===== src/rtl/piso_serializer.sv =====
// MSB-first parallel-in/serial-out transmitter with a one-word holding buffer.
// Optional trailing even-parity bit when PISO_PARITY_EN is defined.
module piso_serializer #(
    parameter int N  = 16,
    parameter int CW = $clog2(N)
) (
    input  logic         Clk,
    input  logic         reset,
    input  logic [N-1:0] D_In,
    input  logic         Load_Valid,
    output logic         Load_Ready,
    output logic         S_Out,
    output logic         Frame,
    output logic         Busy
);

    typedef enum logic [1:0] {IDLE, SHIFT, PARITY} state_t;

    state_t         state;
    logic [N-1:0]   hold_buf;
    logic [N-1:0]   shift_reg;
    logic           buf_full;
    logic [CW-1:0]  cnt;
    logic           last;
    logic           reload;
`ifdef PISO_PARITY_EN
    logic           parity_q;
`endif

    assign last       = (cnt == CW'(N - 1));
    assign Load_Ready = ~buf_full;
    assign Busy       = (state != IDLE) | buf_full;

    // Reload happens on the edge that retires the final bit of the frame,
    // so a buffered word follows with no idle cycle on the line.
    always_comb begin
        reload = 1'b0;
        case (state)
            IDLE:    reload = buf_full;
`ifdef PISO_PARITY_EN
            SHIFT:   reload = 1'b0;
            PARITY:  reload = buf_full;
`else
            SHIFT:   reload = last & buf_full;
            PARITY:  reload = 1'b0;
`endif
            default: reload = 1'b0;
        endcase
    end

    always_ff @(posedge Clk or posedge reset) begin
        if (reset) begin
            state     <= IDLE;
            hold_buf  <= '0;
            shift_reg <= '0;
            buf_full  <= 1'b0;
            cnt       <= '0;
            S_Out     <= 1'b0;
            Frame     <= 1'b0;
`ifdef PISO_PARITY_EN
            parity_q  <= 1'b0;
`endif
        end else begin
            // Accept and reload are mutually exclusive: accept needs an empty buffer.
            if (Load_Valid && !buf_full) begin
                hold_buf <= D_In;
                buf_full <= 1'b1;
            end
            if (reload) begin
                shift_reg <= hold_buf;
                buf_full  <= 1'b0;
                S_Out     <= hold_buf[N-1];
                Frame     <= 1'b1;
                cnt       <= '0;
                state     <= SHIFT;
`ifdef PISO_PARITY_EN
                parity_q  <= ^hold_buf;
`endif
            end else begin
                case (state)
                    IDLE: begin
                        S_Out <= 1'b0;
                        Frame <= 1'b0;
                    end
                    SHIFT: begin
                        if (!last) begin
                            cnt       <= cnt + 1'b1;
                            shift_reg <= {shift_reg[N-2:0], 1'b0};
                            S_Out     <= shift_reg[N-2];
                        end else begin
`ifdef PISO_PARITY_EN
                            state <= PARITY;
                            S_Out <= parity_q;
`else
                            state <= IDLE;
                            S_Out <= 1'b0;
                            Frame <= 1'b0;
`endif
                        end
                    end
                    PARITY: begin
                        state <= IDLE;
                        S_Out <= 1'b0;
                        Frame <= 1'b0;
                    end
                    default: state <= IDLE;
                endcase
            end
        end
    end

endmodule

===== config.mk =====
export PLATFORM = sky130hd
export DESIGN_NAME = piso_serializer
export DESIGN_NICKNAME = d
export VERILOG_FILES = /design/src/rtl/piso_serializer.sv
export SDC_FILE = /design/constraint.sdc
export NUM_CORES = 1
export LEC_CHECK = 0
export ABC_CLOCK_PERIOD_IN_PS = 4910
export BUFFER_PORTS_ARGS = -buffer_cell sky130_fd_sc_hd__buf_4
export CAP_MARGIN = 20
export CORE_MARGIN = 2
export CORE_UTILIZATION = 45
export CTS_CLUSTER_DIAMETER = 60
export DETAILED_ROUTE_END_ITERATION = 6
export PLACE_DENSITY = 0.63
export SETUP_SLACK_MARGIN = 0.3
export SLEW_MARGIN = 20
export SYNTH_ARGS = -nofsm -noshare
export SYNTH_HDL_FRONTEND = slang
export SYNTH_SLANG_ARGS = --single-unit

===== constraint.sdc =====
create_clock -name Clk -period 4.91 [get_ports Clk]
set_clock_uncertainty 0.2 [all_clocks]
set_input_delay 0.491 -clock Clk [delete_from_list [all_inputs] [get_ports Clk]]
set_output_delay 0.491 -clock Clk [all_outputs]
set_load 0.02 [all_outputs]

# Yosys cells after proc, flatten, opt, wreduce, memory -nomap -nowiden
# Cells that the tools add are included.
# classes
add_sub_neg	1
n_eq_ne	6
muxes	18
bitwise	3
n_reduce_logical	11
# ops
cell	count
two-way mux 15 bit	3
two-way mux 4 bit	3
two-way mux 1 bit	6
case mux 1 bit (2 select lines)	3
AND reduction 2 bit	3
nonzero test 2 bit	3
adder 4 x 1 -> 4 bit (second input constant)	1
equality test 4 bit (second input constant)	1
two-way mux 2 bit	2
case mux 2 bit (2 select lines)	1
inequality test 3 bit (second input constant)	1
nonzero test 3 bit	1
equality test 2 x 1 -> 1 bit (second input constant)	1
equality test 2 bit (second input constant)	1
logical NOT 2 bit	1
inequality test 2 x 1 -> 1 bit (second input constant)	1
inequality test 2 bit (second input constant)	1
OR reduction 2 bit	1
bitwise AND 1 bit	1
logical AND 1 bit	1
logical NOT 1 bit	1
inverter 1 bit	1
bitwise OR 1 bit	1
# totals
ff_bits	40
inputBits	19
out_inout_bits	4
word_cells	46

# Longest topological paths before layout
# Gate-level depths: netlist (run 1).
# depth
word_depth	5
depth_mapped	5
depth_no_buf	4

# Worst setup path before layout (run 1)
# OpenSTA, ideal clock, no wires.
# synth_timing
path_kind	register to output
from	register buf_full
to	output Busy
arrival_ns	0.972
t_required_ns	4.219
slack_ns	3.247
stages_incl_launch_ff	4
n_path_buf	1
path_cell_list	dfrtp_1 -> buf_6 -> inv_1 -> nand2_1
# synth_via
elab_chain_len	1
# synth_lines
item	line	rtl
start, declared	22	logic buf_full;
start signal, assigned	56	buf_full <= 1'b0;
start signal, assigned	67	buf_full <= 1'b1;
start signal, assigned	71	buf_full <= 1'b0;
bitwise OR 1 bit	32	assign Busy = (state != IDLE) | buf_full;
end, declared	14	output logic Busy
# Every way passes these cells.

# Worst setup path after layout (run 1)
# Ends and elaborated chain as after synthesis.

==> results of run 1 <==
==> cell usage in the layout, fill, tap and decap left out, types with 2 or more instances in the layout <==
cell / Yosys / final
buf_4: 2 / 24
clkbuf_8: 0 / 6
nor2b_1: 3 / 3
mux2i_1: 4 / 4
a22o_1: 2 / 2
dfrtp_1: 39 / 39
mux2_2: 15 / 15
nand2_1: 6 / 6
mux2_4: 30 / 30
inv_1: 4 / 4
==> worst max path at each step <==
stage / from / to / slack, ns / cells after the start
floorplan: buf_full / Busy / 3.25 / 3
global placement: buf_full / hold_buf[10] / 2.72 / 2
detailed placement: buf_full / hold_buf[15] / 2.68 / 2
CTS: buf_full / Busy / 2.58 / 4
global route: buf_full / Busy / 2.49 / 4
finish: buf_full / Busy / 2.60 / 4
==> per-stage QoR <==
| stage | cells | util |
|---|---|---|
| after floorplan | 118 | - |
| after global placement | 186 | 0.508 |
| after detailed placement | 186 | 0.508 |
| after CTS | 193 | 0.530 |
| after global routing | 193 | 0.530 |
| final | 193 | 0.530 |
==> worst max-delay path: cells and delay by family (launching register included) <==
kind	cells	cell delay [ns]
simple gates	1	0.09
flops	1	0.62
buf+inv	3	0.61
==> per-layer routing <==
layer / vias to the layer above / GRT usage / routed length [um]
li1: 460 / - / -
met4: 0 / 0.0900 / 68
met2: 21 / 0.237 / 1370
met1: 492 / 0.187 / 1380
met5: - / 0 / 0
met3: 9 / 0.0493 / 131
==> layout make-up <==
cell class | count | area, um^2
inverter | 4 | 15.0
clock buffer | 6 | 82.6
clock inverter | 1 | 5.00
fill | 334 | 1870
tap | 50 | 62.6
sequential | 39 | 976
multi-input combinational | 69 | 782
timing repair buffer | 24 | 180
==> power by group through the flow <==
stage          Clock [mW]  Sequential [mW]  Combinational (mW)
6_report            0.216            0.548               0.468
4_1_cts             0.225            0.550               0.475
3_3_place_gp            0            0.551               0.458
3_5_place_dp            0            0.552               0.467
5_1_grt             0.245            0.566               0.507
2_1_floorplan           0            0.529               0.416
==> cells by family after synthesis <==
group                    Yosys count  share of synthesized area
multiplexers                      49                      0.358
adder cells (fa/ha/maj)            1                    0.00679
AO/OA/AOI/OAI                      7                     0.0265
AND/OR/NAND/NOR                   12                     0.0333
buffers and inverters             10                     0.0455
flip-flops                        39                      0.530
==> metrics.txt, run 1 <==
status=complete, no violations; TritonCTS clock tree=yes; wire length per cell=roughly 15 um; Final Power=1.23 mW; fraction of layout cells with a size suffix above 1=0.538; Max stage delay on crit path=0.62 ns; WP data required=between 4 and 5 ns; Total Routing Usage GR=0.153; # setup viols final=0; final hold violations=0; top cells by count, synth=dfrtp_1, mux2_4, mux2_2; vias per cell=5.09; Root Driver=clkbuf_8; Int Pwr=about 0.88 mW; clock-pin slew on the worst setup and hold paths=~0.07 ns; Crit. End Element=output pin; Cell Rows=23; Final nets=about 160; Reg2Reg Depth=2; final worst-path setup slack=2.60 ns; pre-CTS setup slack=2.68 ns; Least-Margin Pin Slew=about 1.1 ns; Post-synth EDFFs=0; Hold Buf Count CTS=0; sw power=0.349 mW; HPWL Detailed=1830 um; Synth Warn #=0; predominant post-synthesis flop cell=dfrtp_1; drt first pass iters=2; DIE AREA=4620 um^2; Syn Nets=~140; die height=68.0 um; CP cell instances=buf_4 > inv_1 > nand2_1 > buf_4; post-cts sizing count=0; Netlist Area Pre-Place=1840 um^2; sequential element share of the synthesized area=0.530; IO Pins=23; top cell type's share of synthesized area=0.530; power share of the clock group=0.175; WP data arrival=1.62 ns; final wirelength=2950 um; largest cells by area after synthesis=dfrtp_1, mux2_4, mux2_2; synth-to-layout area growth=14.2%; width of the chip=68.0 um; startpoint types=flop; Max Cap Viol=0; PortBufs=22; switching share of power=0.283; Final Cell Area=2100 um^2; HP Class=in -> async; R2R Setup Slk=2.70 ns; Reg2Reg Capture Point=hold_buf[9]; Final period util=0.470; Core Region=3970 um^2; maximum vdd drop=274 uV; TritonCTS buffer count=5; worst-skew pair later-pin latency=0.29 ns; global-route wire length before repair=5050 um; R2R Path Start=buf_full; worst hold slack=0.111 ns; most used cell, CP=buf_4; DRC viols=0; Post-DP Area=2020 um^2; number of setup buffers added after CTS=0; Slew headroom=0.259; Power per Cell Area=585 nW/um^2; Crit-path slowest cell=dfrtp_1; Final Slew Violations=0; sequential share of power=0.445; CTS Sinks=39; Gate Count Post-Synth=118; RSZ-0062 raised after global routing=false; via count=between 900 and 1000; Setup TNS=0 ns; Comb power frac=0.380; initial DRC count=33; Mean Syn Cell Area=15.6 um^2; Starting Density=0.464; pin count of the biggest net entering global routing=40; clk buf depth=2; fmax=433 MHz; vias in the first global route=1094; Routed Antenna Nets=0; max reg flops=16; min cycle time layout=2.31 ns; H-tree Lvls=2; initial antenna violation count=0; top-count cell post-synth=dfrtp_1; CP max FO=13; total of flip-flops plus latches after synthesis=39; gpl congestion=about 0.76; Ant. Diodes=0; Crit Path Category=reg -> out; async set or reset register ratio after synthesis=1.00; Synth area leader=dfrtp_1; number of library cell types mapped by synthesis=20; LEAKAGE=a little over 1 nW; grt ovf=0
Power figures use the tool's default switching activity.
==> run 2: changes to the inputs <==
--- a/config.mk
+++ b/config.mk
@@ -5,14 +5,15 @@
 export SDC_FILE = /design/constraint.sdc
 export NUM_CORES = 1
 export LEC_CHECK = 0
-export ABC_CLOCK_PERIOD_IN_PS = 4910
+export ABC_AREA = 1
+export ABC_CLOCK_PERIOD_IN_PS = 2350
 export BUFFER_PORTS_ARGS = -buffer_cell sky130_fd_sc_hd__buf_4
 export CAP_MARGIN = 20
 export CORE_MARGIN = 2
 export CORE_UTILIZATION = 45
 export CTS_CLUSTER_DIAMETER = 60
 export DETAILED_ROUTE_END_ITERATION = 6
-export PLACE_DENSITY = 0.63
+export PLACE_DENSITY = 0.64
 export SETUP_SLACK_MARGIN = 0.3
 export SLEW_MARGIN = 20
 export SYNTH_ARGS = -nofsm -noshare
==> constraint.sdc (replaced) <==
create_clock -name Clk -period 2.35 [get_ports Clk]
set_clock_uncertainty 0.2 [all_clocks]
set_input_delay 0.235 -clock Clk [delete_from_list [all_inputs] [get_ports Clk]]
set_output_delay 0.235 -clock Clk [all_outputs]
set_load 0.02 [all_outputs]
==> run 2 against run 1 <==
  * Cell count grew 27%
  * Via count grew 22%
  * Count of clock-buffer cells in the layout grew 1
  * Worst hold slack better by 0.033 ns
  * Non-clock buffer count increased by 16
  * Largest cell class unchanged
==> metrics.txt, run 2 <==
status=complete, no violations (unchanged); Final Cell Area=2090 um^2 (was 2100 um^2); WP data required=2.37 ns (was 4.22 ns); RSZ-0062 raised after global routing=false (unchanged); die height=64.8 um (was 68.0 um); CP max FO=18 (was 13); switching share of power=0.343 (was 0.283); Synth Warn #=0 (unchanged); grt met1 use=0.223 (was 0.187); largest cells by area after synthesis=dfrtp_1, nand2_1, mux2_2 (was dfrtp_1, mux2_4, mux2_2); final wirelength=3080 um (was 2950 um); fin util=0.580 (was 0.530); Syn Nets=176 (was 138); post-cts sizing count=0 (unchanged); Starting Density=0.461 (was 0.464); pin count of the biggest net entering global routing=40 (unchanged); worst-skew pair later-pin latency=0.28 ns (was 0.29 ns); Hold Buf Count CTS=17 (was 0); Core Region=3610 um^2 (was 3970 um^2); final worst-path setup slack=0.642 ns (was 2.60 ns); DIE AREA=4200 um^2 (was 4620 um^2); Gate Count Post-Synth=156 (was 118); number of setup buffers added after CTS=0 (unchanged); top cells by count, synth=nand2_1, dfrtp_1, nand3_1 (was dfrtp_1, mux2_4, mux2_2); clk buf depth=2 (unchanged); final hold violations=0 (unchanged); Post-DP Area=1840 um^2 (was 2020 um^2); Slew headroom=0.682 (was 0.259); top-count cell post-synth=nand2_1 (was dfrtp_1); layout filler cell count=308 (was 334); Routed Antenna Nets=0 (unchanged); multiplexer share of the synthesized area=0.111 (was 0.358); HPWL Detailed=2080 um (was 1830 um); async set or reset register ratio after synthesis=1.00 (unchanged); Crit Path Category=reg -> reg (was reg -> out); clock-pin slew on the worst setup and hold paths=0.07 ns (about the same); Final nets=217 (was 163); gpl congestion=0.849 (was 0.758); Final period util=0.727; DRC viols=0 (unchanged); WP data arrival=1.73 ns (was 1.62 ns); Least-Margin Pin Slew=0.477 ns (was 1.11 ns); IO Pins=23 (unchanged); Synth Area in XOR/XNOR=0.00527 (was 0); Final Power=2.34 mW (was 1.23 mW); power share of the clock group=0.180 (was 0.175); fmax=586 MHz; Root Driver=clkbuf_8 (unchanged); largest family of logic cells by synthesized area=simple AND/OR/NAND/NOR gates (was multiplexers); initial DRC count=110 (was 33); Ant. Diodes=0 (unchanged); # setup viols final=0 (unchanged); TritonCTS buffer count=5 (unchanged); number of library cell types mapped by synthesis=18 (was 20); initial antenna violation count=0 (unchanged); post-synthesis adder-cell area fraction=0.00752 (was 0.00679); Post-synth EDFFs=0 (unchanged); vias in the first global route=1280 (was 1094); maximum vdd drop=555 uV (was 274 uV); Final Slew Violations=0 (unchanged); area share of and/or/nand/nor cells after synthesis=0.226 (was 0.0333); TritonCTS clock tree=yes (unchanged); startpoint types=flop (unchanged); HP Class=in -> reg (was in -> async); commonest non-fill, non-tap cell in the layout=nand2_1 (was dfrtp_1); gr busiest metal=met2 (unchanged); Cell Rows=22 (was 23); Compound-Gate Fraction of Synth Area=0.00903 (was 0.0265); total of flip-flops plus latches after synthesis=39 (unchanged); global-route wire length before repair=5540 um (was 5050 um); sequential share of power=0.506 (was 0.445); fraction of layout cells with a size suffix above 1=0.268 (was 0.538); max reg flops=16 (unchanged); met3 Track Usage GR=0.0590 (was 0.0493); pre-CTS setup slack=0.640 ns (was 2.68 ns); grt ovf=0 (unchanged); predominant post-synthesis flop cell=dfrtp_1 (unchanged); Synth area leader=dfrtp_1 (unchanged); CTS Sinks=39 (unchanged); Mean Syn Cell Area=10.7 um^2 (was 15.6 um^2); width of the chip=64.8 um (was 68.0 um); Int Pwr=1.53 mW (was 0.882 mW); Setup TNS=0 ns (unchanged); wire length per cell=12.5 um (was 15.3 um); top cell type's share of synthesized area=0.587 (was 0.530); min cycle time layout=~1.7 ns; Power per Cell Area=1120 nW/um^2 (was 585 nW/um^2); sequential element share of the synthesized area=0.587 (was 0.530); met2 Track Usage GR=0.277 (was 0.237); commonest non-fill, non-tap cells in the layout=nand2_1, dfrtp_1, nand3_1, buf_4, dlygate4sd3_1 (was dfrtp_1, mux2_4, buf_4, mux2_2); PortBufs=22 (unchanged); drt first pass iters=4 (was 2); synth-to-layout area growth=25.8% (was 14.2%); via count=1202 (was 982); Netlist Area Pre-Place=1660 um^2 (was 1840 um^2); Max Cap Viol=0 (unchanged); Total Routing Usage GR=0.177 (was 0.153); sw power=0.802 mW (was 0.349 mW); Comb power frac=0.313 (was 0.380); vias per cell=4.89 (was 5.09); LEAKAGE=1.03 nW (about the same); H-tree Lvls=2 (unchanged); Crit. End Element=flop (was output pin)
-- run 2: path summary, 6_finish.rpt --
kind	start	end	slack, ns	depth (start not counted)
max	cnt[0]	shift_reg[9]	0.64	7
min	Load_Valid	buf_full	0.14	3
max reg2reg	cnt[0]	shift_reg[9]	0.64	7
min reg2reg	hold_buf[15]	S_Out	0.27	2
max in group asynchronous	reset	shift_reg[9]	1.19	4
min in group asynchronous	reset	hold_buf[3]	0.42	4
-- run 2: layout make-up --
cell class,instances,area [um^2],area share
sequential,39,976,0.467
tap,48,60.1,0.0287
timing repair buffer,40,343,0.164
clock inverter,1,5.00,0.00239
inverter,8,35.0,0.0167
clock buffer,7,76.3,0.0365
multi-input combinational,103,597,0.285
-- run 2: kinds of logic after synthesis --
| kind of cell | count (synthesis) |
|---|---|
| buffers and inverters | 14 |
| XOR/XNOR | 1 |
| adder cells (fa/ha/maj) | 1 |
| AND/OR/NAND/NOR | 82 |
| flip-flops | 39 |
| AO/OA/AOI/OAI | 3 |
| multiplexers | 16 |
-- run 2: worst max-delay path: stages (launching register included) --
cell,delay [ns]
dfrtp_1,0.42
ha_1,0.22
nand3_2,0.10
nand2_4,0.19
nand2_1,0.17
inv_2,0.18
nand2_1,0.08
nand3_1,0.07
-- run 2: per-layer routing --
layer,part of all wire,vias to the layer above
met4,0.015,0
li1,-,593
met3,0.044,6
met1,0.45,572
met2,0.49,31
met5,0,-
-- run 2: metrics by stage --
stage	instances	hold slack, ns
finish	246	0.144
global route	246	0.160
detailed placement	221	0.194
CTS	246	0.155
floorplan	156	0.184
global placement	221	0.181
-- run 2: power groups by stage --
stage                     clock network [mW]  registers, mW  logic (mW)
after floorplan                            0           1.13       0.607
after global placement                     0           1.18       0.690
after detailed placement                   0           1.19       0.726
after CTS                              0.441           1.18       0.747
after global routing                   0.467           1.22       0.838
final                                  0.421           1.18       0.732
==> run 3: changes to the inputs <==
--- a/config.mk
+++ b/config.mk
@@ -5,15 +5,15 @@
 export SDC_FILE = /design/constraint.sdc
 export NUM_CORES = 1
 export LEC_CHECK = 0
-export ABC_AREA = 1
-export ABC_CLOCK_PERIOD_IN_PS = 2350
+export ABC_AREA = 0
+export ABC_CLOCK_PERIOD_IN_PS = 1800
 export BUFFER_PORTS_ARGS = -buffer_cell sky130_fd_sc_hd__buf_4
 export CAP_MARGIN = 20
 export CORE_MARGIN = 2
 export CORE_UTILIZATION = 45
 export CTS_CLUSTER_DIAMETER = 60
 export DETAILED_ROUTE_END_ITERATION = 6
-export PLACE_DENSITY = 0.64
+export PLACE_DENSITY = 0.63
 export SETUP_SLACK_MARGIN = 0.3
 export SLEW_MARGIN = 20
 export SYNTH_ARGS = -nofsm -noshare
==> constraint.sdc (replaced) <==
create_clock -name Clk -period 1.8 [get_ports Clk]
set_clock_uncertainty 0.2 [all_clocks]
set_input_delay 0.18 -clock Clk [delete_from_list [all_inputs] [get_ports Clk]]
set_output_delay 0.18 -clock Clk [all_outputs]
set_load 0.02 [all_outputs]
==> run 3 against run 2 <==
  * Worst hold slack improved by 0.11 ns
  * Core utilization rose by 6.2 points
  * Critical path type unchanged
  * Critical endpoint unchanged
  * Sequential share of layout area fell by 8.3 points
==> metrics.txt, run 3 (synthesized netlist as in run 1, its figures left out) <==
status=complete, no violations (unchanged); commonest non-fill, non-tap cells in the layout=dfrtp_1, mux2_4, buf_4, dlygate4sd3_1, mux2_2 (was nand2_1, dfrtp_1, nand3_1, buf_4, dlygate4sd3_1); drt first pass iters=2 (was 4); Starting Density=0.464 (was 0.461); fmax=647 MHz (was 586 MHz); worst-skew pair later-pin latency=0.29 ns (was 0.28 ns); WP buf/inv=1 (unchanged); WP data arrival=1.53 ns (was 1.73 ns); Max stage delay on crit path=0.40 ns (was 0.42 ns); gpl congestion=0.745 (was 0.849); Cell Rows=23 (was 22); maximum vdd drop=814 uV (was 555 uV); Final Power=3.89 mW (was 2.34 mW); Power per Cell Area=1520 nW/um^2 (was 1120 nW/um^2); Crit. End Element=flop (unchanged); via count=1128 (was 1202); IO Pins=23 (unchanged); Routed Antenna Nets=0 (unchanged); Crit-path slowest cell=dfrtp_1 (unchanged); wire length per cell=14.6 um (was 12.5 um); startpoint types=flop (unchanged); initial antenna violation count=0 (unchanged); commonest non-fill, non-tap cell in the layout=dfrtp_1 (was nand2_1); TritonCTS clock tree=yes (unchanged); final instance count without filler cells=226 (was 246); Crit Path Category=reg -> reg (unchanged); H-tree Lvls=2 (unchanged); WP data required=1.78 ns (was 2.37 ns); max reg flops=16 (unchanged); Max Cap Viol=0 (unchanged); final wirelength=3310 um (was 3080 um); vias per cell=4.99 (was 4.89); Total Routing Usage GR=0.165 (was 0.177); clock-pin slew on the worst setup and hold paths=0.08 ns (was 0.07 ns); pin count of the biggest net entering global routing=40 (unchanged); CP max FO=5 (was 18); die height=68.0 um (was 64.8 um); CP cell instances=ha_4 > nand3_4 > nand2_8 > clkbuf_16 > mux2_4 (was ha_1 > nand3_2 > nand2_4 > nand2_1 > inv_2 > nand2_1 > nand3_1); Final nets=195 (was 217); clk buf depth=2 (unchanged); DIE AREA=4620 um^2 (was 4200 um^2); fraction of layout cells with a size suffix above 1=0.568 (was 0.268); RSZ-0062 raised after global routing=true (was false); Least-Margin Pin Slew=0.480 ns (was 0.477 ns); Core Region=3970 um^2 (was 3610 um^2); PortBufs=22 (unchanged); vias in the first global route=1213 (was 1280); HPWL Detailed=1960 um (was 2080 um); Slew headroom=0.680 (was 0.682); CTS Sinks=39 (unchanged); critical path's top delay family=flip-flops (was simple AND/OR/NAND/NOR gates); grt ovf=0 (unchanged); synth-to-layout area growth=38.5% (was 25.8%); HP Class=in -> reg (unchanged); Setup TNS=0 ns (unchanged); min cycle time layout=1.55 ns (was 1.71 ns); Final period util=0.859 (was 0.727); Root Driver=clkbuf_8 (unchanged); LEAKAGE=1.23 nW (was 1.03 nW); placed insts=192 (was 221); final hold violations=0 (unchanged); Final Slew Violations=0 (unchanged); initial DRC count=54 (was 110); Ant. Diodes=0 (unchanged); TritonCTS buffer count=5 (unchanged); # setup viols final=0 (unchanged); width of the chip=68.0 um (was 64.8 um); global-route wire length before repair=5450 um (was 5540 um); DRC viols=0 (unchanged)
-- run 3: changes by cell type in the layout (fill, tap and decap cells not counted), moves of 8 or more --
cell     before  now
mux2_4        1   34
buf_4        23   31
nand3_1      30    0
nand2_1      46    4
-- run 3: repair_timing --
action | 4_1_cts | 5_1_grt
buffers inserted | 3 | 3
cloned | 1 | 2
gates resized for setup | 7 | 13
endpoints found under the setup margin | 22 | 23
pin swaps | 0 | 2
hold buffers | 17 | 0
hold endpoints to repair | 55 | 0
-- run 3: worst paths after layout --
kind,start,endpoint,slack [ns],depth (start not counted)
max in group asynchronous,reset,state[0],0.68,4
min in group asynchronous,reset,hold_buf[10],0.36,4
worst min register to register,shift_reg[0],shift_reg[1],0.31,1
worst max-delay path,cnt[0],shift_reg[9],0.25,5
worst min-delay path,Load_Valid,hold_buf[14],0.26,4
worst max register to register,cnt[0],shift_reg[9],0.25,5
-- run 3: metrics by stage --
step / setup WS (ns) / area, um^2 / hold slack, ns / utilization
2_1_floorplan: 0.291 / 1860 / 0.128 / -
3_3_place_gp: 0.231 / 2080 / 0.130 / 0.525
3_5_place_dp: 0.194 / 2080 / 0.135 / 0.525
4_1_cts: 0.234 / 2440 / 0.266 / 0.614
5_1_grt: 0.208 / 2550 / 0.261 / 0.642
6_report: 0.254 / 2550 / 0.259 / 0.642
-- run 3: report_power, final --
group	leakage [nW]	internal (mW)	switching (mW)
clock	0.0612	0.448	0.304
sequential	0.480	1.25	0.251
combinational	0.685	1.11	0.526
-- run 3: area by class of cell --
cell class              count  area [um^2]
fillers                   296         1420
flip-flops and latches     39          978
multi-input cells          69          846
repair buffers             56          526
clock buffers               6         82.6
well taps                  50         62.6
clock inverters             2         35.0
inverters                   4         20.0
-- run 3: worst register-to-register path: cells and delay by family (launching register included) --
| kind | cells | cell delay, ns |
|---|---|---|
| buffers and inverters | 1 | 0.15 |
| DFF | 1 | 0.40 |
| and+or+nand+nor | 2 | 0.21 |
| muxes | 1 | 0.30 |
| adders and majority gates | 1 | 0.18 |
-- run 3: routing by layer --
metal	share of wire	global-route usage
met5	0	0
met4	0.021	0.0750
met3	0.044	0.0592
met2	0.48	0.278
met1	0.45	0.186
